==> src/rtl/btb_victim_select.sv <==
// ---------------------------------------------------------------------------
// btb_victim_select
//
// Write-side controller for a 2-way set-associative branch target buffer.
// Accepts install requests from EX and picks the way to write: the way that
// already holds the branch, otherwise the least-recently-used way of the set.
// It then issues one write strobe plus way select to the downstream 1-of-2
// write-enable decoder. Per-set LRU bits are updated by IF-stage lookup hits
// and by the writes this block issues.
//
// Ports
//   clk_i            sole clock, rising edge
//   rst_i            asynchronous active-high reset, clears all state
//   lookup_valid_i   IF-stage BTB lookup this cycle
//   lookup_set_i     set index of the lookup
//   lookup_hit_0_i   lookup tag match in way 0
//   lookup_hit_1_i   lookup tag match in way 1
//   update_req_i     install request from EX, held until update_ack_o
//   update_set_i     set index to install into, stable while requesting
//   update_hit_0_i   branch PC already present in way 0
//   update_hit_1_i   branch PC already present in way 1
//   stall_i          pipeline stall, holds the write strobe off
//   write_enable_o   one-cycle write strobe (decoder Enable)
//   write_sel_o      way to write (decoder Sel)
//   write_set_o      set index for the write
//   update_ack_o     one-cycle pulse after the write completes
//   busy_o           high whenever the FSM is not IDLE
// ---------------------------------------------------------------------------
module btb_victim_select #(
   parameter int SET_BITS = 3
) (
   input  logic                clk_i,
   input  logic                rst_i,
   input  logic                lookup_valid_i,
   input  logic [SET_BITS-1:0] lookup_set_i,
   input  logic                lookup_hit_0_i,
   input  logic                lookup_hit_1_i,
   input  logic                update_req_i,
   input  logic [SET_BITS-1:0] update_set_i,
   input  logic                update_hit_0_i,
   input  logic                update_hit_1_i,
   input  logic                stall_i,
   output logic                write_enable_o,
   output logic                write_sel_o,
   output logic [SET_BITS-1:0] write_set_o,
   output logic                update_ack_o,
   output logic                busy_o
);

   localparam int NSETS = 1 << SET_BITS;

   typedef enum logic [1:0] {
      IDLE  = 2'd0,
      WRITE = 2'd1,
      ACK   = 2'd2
   } state_t;

   state_t              state_q, state_d;
   logic [SET_BITS-1:0] set_q, set_d;
   logic                way_q, way_d;
   // lru_q[s] names the least-recently-used way of set s
   logic [NSETS-1:0]    lru_q, lru_d;
   logic                write_en_s;

   // The strobe is combinational so a released stall writes in that same cycle.
   assign write_en_s = (state_q == WRITE) && !stall_i;

   // Request FSM: capture set and victim in IDLE, wait out stalls, then ack.
   always_comb begin
      state_d = state_q;
      set_d   = set_q;
      way_d   = way_q;
      case (state_q)
         IDLE: begin
            if (update_req_i) begin
               set_d = update_set_i;
               // A hit in both ways resolves to way 0; a miss takes the LRU way
               // as it stands now, so later lookups cannot move the victim.
               if (update_hit_0_i) begin
                  way_d = 1'b0;
               end else if (update_hit_1_i) begin
                  way_d = 1'b1;
               end else begin
                  way_d = lru_q[update_set_i];
               end
               state_d = WRITE;
            end else begin
               state_d = IDLE;
            end
         end
         WRITE: begin
            if (stall_i) begin
               state_d = WRITE;
            end else begin
               state_d = ACK;
            end
         end
         ACK: begin
            state_d = IDLE;
         end
         default: begin
            state_d = IDLE;
         end
      endcase
   end

   // LRU next state: lookup hit first, then the write so it wins on a shared set.
   always_comb begin
      lru_d = lru_q;
      if (lookup_valid_i && (lookup_hit_0_i || lookup_hit_1_i)) begin
         // Hit on way 0 (or both) makes way 1 the LRU, hit on way 1 makes way 0.
         lru_d[lookup_set_i] = lookup_hit_0_i;
      end else begin
         lru_d = lru_q;
      end
      if (write_en_s) begin
         lru_d[set_q] = ~way_q;
      end else begin
         lru_d[set_q] = lru_d[set_q];
      end
   end

   // State, captured request and LRU registers.
   always_ff @(posedge clk_i or posedge rst_i) begin
      if (rst_i) begin
         state_q <= IDLE;
         set_q   <= {SET_BITS{1'b0}};
         way_q   <= 1'b0;
         lru_q   <= {NSETS{1'b0}};
      end else begin
         state_q <= state_d;
         set_q   <= set_d;
         way_q   <= way_d;
         lru_q   <= lru_d;
      end
   end

   assign write_enable_o = write_en_s;
   assign write_sel_o    = way_q;
   assign write_set_o    = set_q;
   assign update_ack_o   = (state_q == ACK);
   assign busy_o         = (state_q != IDLE);

endmodule

==> config.mk <==
export PLATFORM = sky130hd
export DESIGN_NAME = btb_victim_select
export DESIGN_NICKNAME = d
export VERILOG_FILES = /design/src/rtl/btb_victim_select.sv
export SDC_FILE = /design/constraint.sdc
export NUM_CORES = 1
export LEC_CHECK = 0
export CAP_MARGIN = 20
export CORE_MARGIN = 3
export CORE_UTILIZATION = 30
export CTS_BUF_LIST = sky130_fd_sc_hd__clkbuf_4 sky130_fd_sc_hd__clkbuf_8
export DETAILED_ROUTE_END_ITERATION = 7
export GPL_ROUTABILITY_DRIVEN = 1
export SKIP_CTS_REPAIR_TIMING = 1
export SKIP_LAST_GASP = 1
export SLEW_MARGIN = 0
export SYNTH_ARGS = -nofsm -noshare
export SYNTH_HDL_FRONTEND = slang
export SYNTH_SLANG_ARGS = --single-unit
==> constraint.sdc <==
create_clock -name clk_i -period 3.17 [get_ports clk_i]
set_input_delay 0.7925 -clock clk_i [delete_from_list [all_inputs] [get_ports clk_i]]
set_output_delay 0.7925 -clock clk_i [all_outputs]
set_load 0.02 [all_outputs]
==> results of run 1 <==
-- worst max-delay path: stages --
cell and delay, ps:
clkdlybuf4s50_1 420, nor3b_1 270, clkdlybuf4s50_1 650
-- layer usage --
layer / vias up / global-route usage
li1: 416 / -
met1: 412 / 0.159
met2: 20 / 0.203
met3: 4 / 0.0246
met4: 0 / 0.0485
met5: - / 0
-- kinds of logic after synthesis --
family                 after synthesis  synth area share
AO/OA/AOI/OAI                       20             0.146
XOR/XNOR                             1           0.00872
buffers and inverters                9            0.0448
flip-flops                          14             0.349
multiplexers                        19             0.222
AND/OR/NAND/NOR                     38             0.230
-- flip-flops by register name, summed over array words and instances (netlist names) --
name         flops
lru_q            8
write_set_o      3
state_q          2
write_sel_o      1
-- final cells by class --
class                      instances  share of cell area
sequential                        14               0.271
tap                               44              0.0425
timing repair buffer              24               0.180
inverter                           3             0.00870
multi-input combinational         78               0.471
clock buffer                       4              0.0280
-- how the worst min path moves through the flow --
stage	end	cells after the start	startpoint	slack, ps
floorplan	state_q[0]	1	state_q[1]	440
global placement	state_q[0]	1	state_q[1]	460
detailed placement	state_q[0]	1	state_q[1]	460
CTS	state_q[0]	1	state_q[1]	480
global route	state_q[0]	1	state_q[1]	500
finish	state_q[0]	1	state_q[1]	470
-- power groups by stage --
stage | logic [mW] | registers (mW) | clock network [mW]
after floorplan | 0.291 | 0.305 | 0
after global placement | 0.380 | 0.333 | 0
after detailed placement | 0.384 | 0.339 | 0
after CTS | 0.387 | 0.336 | 0.135
after global routing | 0.421 | 0.350 | 0.142
final | 0.383 | 0.336 | 0.131
-- cell usage in the layout, fill, tap and decap left out, types with 2 or more instances in the layout --
cell type        synthesis  layout
nor3b_1                  3       3
o21ai_0                  3       3
dfrtp_1                 14      14
mux2i_1                 11      11
nand2_1                  8       8
clkbuf_4                 0       3
nand3_1                  2       2
nor2_1                   8       8
a21oi_1                  6       6
buf_4                    0       3
nor2b_1                  5       5
inv_1                    2       2
mux4_2                   2       2
clkdlybuf4s50_1          0      21
mux2_2                   6       6
nor3_1                   3       3
-- metrics by stage --
step | std cells | setup WS [ps] | utilization | power, mW | area [um^2]
floorplan | 101 | 914 | - | 0.596 | 1000
global placement | 163 | 261 | 0.402 | 0.713 | 1260
detailed placement | 163 | 222 | 0.402 | 0.723 | 1260
CTS | 167 | 212 | 0.414 | 0.858 | 1290
global route | 167 | 119 | 0.414 | 0.912 | 1290
finish | 167 | 244 | 0.414 | 0.850 | 1290
==> results_dict.tcl, run 1 <==
set metrics [dict create \
    status "complete, no violations" \
    finalWirelength_um 2350 \
    async_reset_ff_frac 1.00 \
    synth_edf_count 0 \
    synth_top_area_frac 0.349 \
    startpoint "stall_i" \
    drt_iter0_drc 53 \
    fin_nets 139 \
    cts_tree "built" \
    first_global_vias 872 \
    synthMostInstantiatedCell "dfrtp_1" \
    gr-usage-all-layers 0.124 \
    insertedDiodeCount 0 \
    via_per_inst 5.10 \
    holdWs_ps 474 \
    cts_sinks 14 \
    multiInputGateArea_um2 609 \
    synthTopCellsByCount "dfrtp_1, mux2i_1, nand2_1, nor2_1" \
    synth_area_leaders "dfrtp_1, mux2i_1, mux2_2, mux4_2, nor2b_1" \
    p_switching_mw 0.324 \
    fin_crit_sh 0.923 \
    yosysUniqueCellTypes 38 \
    core_area_um2 3130 \
    worst_pin_slew_ps 574 \
    arrival_ps 2130 \
    p_leak_nw 0.505 \
    r2r-start "write_set_o[0]" \
    hold_viol 0 \
    pwr-share-seq 0.396 \
    max-vdd-ir-drop_mv 0.298 \
    rows 20 \
    slew_violations 0 \
    ys_warn_count 0 \
    die_area_um2 4080 \
    clockBufferDepth 2 \
    globalplace.congestion 0.835 \
    rsz0062_at_grt "no" \
    drtAntennaViolNets 0 \
    fin_crit_ps 2930 \
    num_vias 852 \
    htreeDepth 1 \
    clkSlewWorstSetupHoldPaths_ps 80 \
    die_h_um 63.9 \
    p_int_mw 0.526 \
    route.detailed.drc 0 \
    clk_latency_ps 280 \
    maxSlewHeadroom 0.617 \
    ys_seq_area_frac 0.349 \
    drive_gt1_frac 0.187 \
    synth_cells 101 \
    hpwl_um 1810 \
    grt.overflow.total 0 \
    n_fill_cell 316 \
    hold_class "reg -> reg" \
    required_ps 2380 \
    fmax_mhz 342 \
    synth_largest_area_cell "dfrtp_1" \
    crit_type "in -> out" \
    met3_length_um 83 \
    regArea_um2 350 \
    wl_met2_um 1060 \
    startpoint_type "input port" \
    worstSetupEndpoint "write_enable_o" \
    top_layer "met4" \
    synth-seq-cells 14 \
    finalSetupTns_ps 0 \
    switching_share 0.381 \
    cts-root-buf "clkbuf_4" \
    power_frac_comb 0.450 \
    fp.dieW_um 63.9 \
    power_density_nw_per_um2 656 \
    cap_violations 0 \
    cts_buffers 3 \
    r2r_end "lru_q[3]" \
    r2r_cells 6 \
    syn_area_per_cell_um2 9.95 \
    avgRoutedWirePerCell_um 14.1 \
    syn_to_final_growth_pct 28.9 \
    cp_max_fo 2 \
    r2r_slack_ps 1210 \
    skew_ps 6.07 \
    synth_flop_cell "dfrtp_1" \
    io_buffers 21 \
    endpoint_kind "output pin" \
    syn-num-nets 116 \
    start_util 0.321 \
    synth_area_um2 1000 \
    p_clk_frac 0.154 \
    antenna_found_initial 0 \
    grt_pass1_wl_um 4060 \
    io_pins 22 \
    grt_max_degree 17 \
    setup_viol 0 \
    drt_pre_antenna_iters 4 \
    wl_met1_um 1170 \
]
Note: power is estimated with default switching activity, not from simulation.
==> inputs of run 2 (changes only) <==
CTS_CLUSTER_SIZE = 12   (was not set)
==> results of run 2 <==
Final layout, timing and power as in run 1 (identical DEF).
==> inputs of run 3 (changes only) <==
CTS_CLUSTER_DIAMETER = 120   (was not set)
CTS_CLUSTER_SIZE = 40   (was 12)
HOLD_SLACK_MARGIN = 0.08   (was not set)
==> results of run 3 <==
Final layout, timing and power as in run 1 (identical DEF).
